==> src/rtl/morse_decoder_pkg.sv <==
// Interval constants shared by the Morse decoder timer instances,
// plus the counter-width helper used by tick_timer.
package morse_decoder_pkg;

    // Cycle counts for each decoder interval.
    // Two orderings must hold: dash < illegal symbol, and inter-symbol idle < word idle.
    localparam int unsigned DASH_TICK_COUNT_C           = 3;
    localparam int unsigned INTER_IDLE_TICK_COUNT_C     = 5;
    localparam int unsigned ILLEGAL_SYMBOL_TICK_COUNT_C = 7;
    localparam int unsigned WORD_IDLE_TICK_COUNT_C      = 10;

    // Width of a counter that must be able to hold the value n.
    function automatic int unsigned tick_cnt_width(input int unsigned n);
        return $clog2(n + 1);
    endfunction

endpackage

==> src/rtl/tick_timer.sv <==
// One-shot interval timer. After reset is released it counts rising edges of
// clk. expired_o is a registered, sticky flag. It rises on the TICK_COUNT-th
// edge after reset release and can only be cleared by reset.
module tick_timer
    import morse_decoder_pkg::*;
#(
    parameter int unsigned TICK_COUNT = 16,
    // Derived from TICK_COUNT. Do not override this parameter.
    parameter int unsigned CNT_W      = tick_cnt_width(TICK_COUNT)
) (
    input  logic clk,
    input  logic resetn,
    output logic expired_o
);

    localparam logic [CNT_W-1:0] TERM_C    = CNT_W'(TICK_COUNT);
    localparam logic [CNT_W-1:0] TERM_M1_C = CNT_W'(TICK_COUNT - 1);

    logic [CNT_W-1:0] cnt;

    // Saturating up-counter. The expiry flag is set on the same edge that the
    // counter reaches its terminal value, so the flag needs no extra cycle.
    always_ff @(posedge clk or negedge resetn) begin
        if (!resetn) begin
            cnt       <= '0;
            expired_o <= 1'b0;
        end else if (cnt != TERM_C) begin
            cnt <= cnt + CNT_W'(1);
            if (cnt == TERM_M1_C) begin
                expired_o <= 1'b1;
            end
        end
    end

endmodule

==> config.mk <==
export PLATFORM = sky130hd
export DESIGN_NAME = tick_timer
export DESIGN_NICKNAME = d
export VERILOG_FILES = /design/src/rtl/morse_decoder_pkg.sv /design/src/rtl/tick_timer.sv
export SDC_FILE = /design/constraint.sdc
export NUM_CORES = 1
export LEC_CHECK = 0
export BUFFER_PORTS_ARGS = -buffer_cell sky130_fd_sc_hd__clkbuf_2
export CAP_MARGIN = 20
export CORE_MARGIN = 2
export CORE_UTILIZATION = 24
export CTS_BUF_LIST = sky130_fd_sc_hd__clkbuf_8
export DETAILED_ROUTE_END_ITERATION = 6
export HOLD_SLACK_MARGIN = 0.05
export PLACE_DENSITY = 0.4
export RECOVER_POWER = 25
export SYNTH_ARGS = -nofsm -noshare
export SYNTH_HDL_FRONTEND = slang
export SYNTH_SLANG_ARGS = --single-unit
export TNS_END_PERCENT = 5
==> constraint.sdc <==
create_clock -name clk -period 2.3 [get_ports clk]
set_input_delay 0.115 -clock clk [delete_from_list [all_inputs] [get_ports clk]]
set_output_delay 0.115 -clock clk [all_outputs]
set_load 0.03 [all_outputs]
# Word-level counts from Yosys, hierarchy flattened
# Cells that the tools add are included.
# W data, S select, Z words.
dict set report word_totals {
  reg_bits 6
  inputBits 2
  out_inout_bits 1
  word_cells 6
}
dict set report op_classes {
  n_addsub 1
  n_eq_ne 2
  reduce_logical 1
}
# op n
set ops {}
lappend ops {{$add A5 B1 Y5 const B} 1}
lappend ops {{$eq A5 B4 Y1 const B} 1}
lappend ops {{$ne A5 B5 Y1 const B} 1}
lappend ops {{$reduce_and A2 Y1} 1}

# Longest topological paths before layout
dict set report depth {
  word_depth 2
  depth_mapped 4
  depth_no_buf 4
}

# Worst setup path before layout
# OpenSTA, ideal clock, no wires.
dict set report synth_path {
  kind {register -> register}
  startpoint {register cnt[0]}
  endpoint {register expired_o}
  setup_ns 0.119
  arrival_time_ns 1.116
  required_time_ns 2.181
  slack_ns 1.065
  stages_incl_launch_ff 5
  path_buffers 0
  period_less_slack_ns 1.235
  path_cell_list {dfrtp_1 -> ha_1 -> and3_2 -> ha_1 -> a21o_2}
}
dict set report synth_via {
  elab_chain_cells 2
  elab_cells_between_ends 3
  classes_between {eq/ne (2); reduce/logical (1)}
}
# element line
set synth_lines {}
lappend synth_lines {{start: declaration} tick_timer.sv:19} ;# logic [CNT_W-1:0] cnt;
lappend synth_lines {{start signal: assignment} tick_timer.sv:28} ;# cnt <= cnt + CNT_W'(1);
lappend synth_lines {{$ne A5 B5 Y1 or $eq A5 B4 Y1 (tied branches)} {tick_timer.sv:27, tick_timer.sv:29}}
lappend synth_lines {{$reduce_and A2 Y1 (no source line) (*)} n/a}
lappend synth_lines {{end signal: assignment} tick_timer.sv:26} ;# expired_o <= 1'b0;
lappend synth_lines {{end signal: assignment} tick_timer.sv:30} ;# expired_o <= 1'b1;
lappend synth_lines {{end: declaration} tick_timer.sv:13} ;# output logic expired_o
# Mark *: on every way between the ends. The rest lies on a longest branch, timed or not.
# A chain may end at the register's enable or synchronous reset.

# Worst setup path after layout
dict set report layout_path {
  startpoint {register cnt[0]}
  endpoint {register cnt[1]}
}
dict set report layout_via {
  elab_chain_cells 1
  elab_cells_between_ends 2
  classes_between {add/sub (1); eq/ne (1)}
}
# element line
set layout_lines {}
lappend layout_lines {{$add A5 B1 Y5 or $ne A5 B5 Y1 (tied branches)} {tick_timer.sv:28, tick_timer.sv:27}}
# Several ways; a longest one is shown, not always the timed one.

==> flow_summary.yaml <==
drt:
  num_vias: 187
  via_per_inst: 4.25
  drt_iter0_markers: 4
  wl_um: 448
  wl_per_cell_um: 10.2
  firstDrtPassIters: 2
  drt.antenna.violating_nets: 0
  drc_errors: 0
grt:
  grt_util_all_layers_pct: 8.83
  grt_max_degree: 7
  antenna_found_initial: 0
  grt_pass1_vias: 202
  overflow: 0
  grt_pass1_wl_um: 828
floorplanning:
  die_area_mm2: 0.00160
  pin_count: 3
  core_area_mm2: 0.00116
  fp.dieW_um: 40.0
  std_cell_rows: 12
  die_h_um: 40.0
  start_util_pct: 26.9
clocking:
  cts_buffers: 3
  ctsHtreeMaxLevel: 1
  cts_buffer_depth: 2
  cts_sinks: 6
  cts_tree: "done"
  post_cts_buffers: 0
  cts-root-buf: "clkbuf_8"
  insertion_delay_ns: 0.22
  cts.reportedPaths.clkPinSlew_ns: 0.04
place:
  dpl-instance-area_um2: 339
  globalplace.congestion: 0.643
  io_buffer_count: 2
  hpwl_um: 364
yosys:
  syn_avg_cell_area_um2: 13.0
  syn_area_um2: 312
  postSynthCellCount: 24
  ys_seq_area_share_pct: 48.2
  ys_warn_count: 0
  yosysUniqueCellTypes: 13
  synth-seq-cells: 6
  syn_nets: 29
worst_setup_path:
  crit_path_top_delay_cell: "dfrtp_1"
  cp_max_fo: 4
  worst_setup_path_end_kind: "flip-flop"
  critical_path_class: "reg2reg"
  timing.critical_path.slowest_cell_delay_ns: 0.39
  crit_family: "flip-flops"
  cp-start-kind: "flip-flop"
  crit_buf_inv: 1
  reg2reg_depth: 4
  r2r_slack_ns: 0.99
  crit_arrival_ns: 1.41
  r2r-start: "cnt[0]"
  worstPathRequired_ns: 2.40
  path_cells: "inv_1, ha_1, nand4bb_4, mux2_4"
  reg2reg_to: "cnt[1]"
cells_and_area:
  fin_area_um2: 389
  syn2layout_area_growth_pct: 24.9
  multiInputGateArea_um2: 150
  fin_util_pct: 33.7
  fillers: 116
  n_antenna_cell: 0
  regArea_um2: 150
  drive_gt1_share_pct: 30.0
  nets: 37
timing:
  period_minus_slack_ns: 1.31
  drv_slew: 0
  fin_skew_ns: 0.00138
  setup-tns-final_ns: 0
  fin_hold_ws_ns: 0.312
  worst_pin_slew_ns: 0.335
  setup_viol: 0
  min_period_over_period_pct: 57.1
  fmax_ghz: 0.762
  maxSlewHeadroom_pct: 77.7
  rsz0062_at_grt: "false"
  hold_viol: 0
power:
  report.power.total_mw: 0.263
  p_per_area_mw_per_mm2: 676
  ir_drop_mv: 0.244
  leakagePower_nw: 0.181
worst_hold_path:
  hold_path.class: "in2async"
status:
  status: "finished, final reports clean"
job:
  maxCapViolations: 0
-- metrics by stage --
| stage | std cells | worst slack (ns) |
|---|---|---|
| finish | 44 | 0.987 |
| global route | 44 | 0.929 |
| CTS | 44 | 0.963 |
| detailed placement | 40 | 0.975 |
| global placement | 40 | 1.00 |
| floorplan | 24 | 1.07 |
-- placed cells by master, fill, tap and decap left out, drive strengths merged --
| master | instances |
|---|---|
| nand2b | 2 |
| nand2 | 1 |
| ha | 3 |
| clkbuf | 5 |
| nand4bb | 1 |
| xnor2 | 2 |
| nand3 | 1 |
| and3b | 1 |
| a21o | 1 |
| dlygate4sd3 | 1 |
| and3 | 1 |
| mux2 | 1 |
| inv | 3 |
| o21ai | 1 |
| dfrtp | 6 |
-- layout make-up --
type / instances / share of cell area (%)
sequential: 6 / 38.6
tap: 14 / 4.50
clock buffer: 3 / 10.6
multi-input combinational: 15 / 38.6
timing repair buffer: 3 / 4.82
inverter: 3 / 2.89
-- logic make-up after synthesis --
kind of cell	Yosys count	share of synthesized area (%)
and+or+nand+nor	7	21.3
DFF	6	48.2
buffers and inverters	3	3.61
adders and majority gates	3	12.0
AOI/OAI and AO/OA	2	4.42
xor gates and xnor gates	2	5.62
muxes	1	4.82
-- Yosys cell counts --
cell type  number  area share (%)
dfrtp_1         6              48
ha_1            3              12
inv_1           3             3.6
nand2b_1        2             4.0
xnor2_1         2             5.6
a21o_2          1             2.8
and3_2          1             2.4
and3b_2         1             3.2
mux2_4          1             4.8
nand2_1         1             1.2
nand3_1         1             1.6
nand4bb_4       1             8.8
o21ai_0         1             1.6
-- worst max-delay path by stage --
| stage | startpoint | to | slack [ns] | depth (start not counted) |
|---|---|---|---|---|
| 2_1_floorplan | cnt[0] | expired_o | 1.07 | 4 |
| 3_3_place_gp | cnt[0] | cnt[1] | 1.00 | 4 |
| 3_5_place_dp | cnt[0] | cnt[1] | 0.98 | 4 |
| 4_1_cts | cnt[0] | cnt[1] | 0.96 | 4 |
| 5_1_grt | cnt[0] | cnt[1] | 0.93 | 4 |
| 6_report | cnt[0] | cnt[1] | 0.99 | 4 |
-- worst register-to-register path: cells and delay by family (launching register included) --
kind / cells / cell delay, ns
adders and majority gates: 1 / 0.23
muxes: 1 / 0.32
and+or+nand+nor: 1 / 0.16
DFF: 1 / 0.39
buffers and inverters: 1 / 0.10
-- where the power goes --
part,total (mW),switching [mW],leakage [nW],internal [mW]
Combinational,0.00371,0.00223,0.0861,0.00147
Clock,0.153,0.0410,0.0216,0.112
Sequential,0.106,0,0.0734,0.106
-- state kept, by name (all words and copies together), names as in the netlist --
register,flops
cnt,5
expired_o,1
-- layer usage --
layer  vias up  global-route usage, %  routed length (um)
li1         92                      -                   -
met1        93                   9.90                 224
met2         2                   11.7                 208
met3         0                   5.00                  15
met4         0                   7.76                   0
met5         -                      0                   0
-- timing repair --
item                                   in CTS  in global routing
resized for setup                           0                  0
hold buffers                                1                  0
endpoints found under the hold margin       6                  0
(Power assumes the default switching activity.)
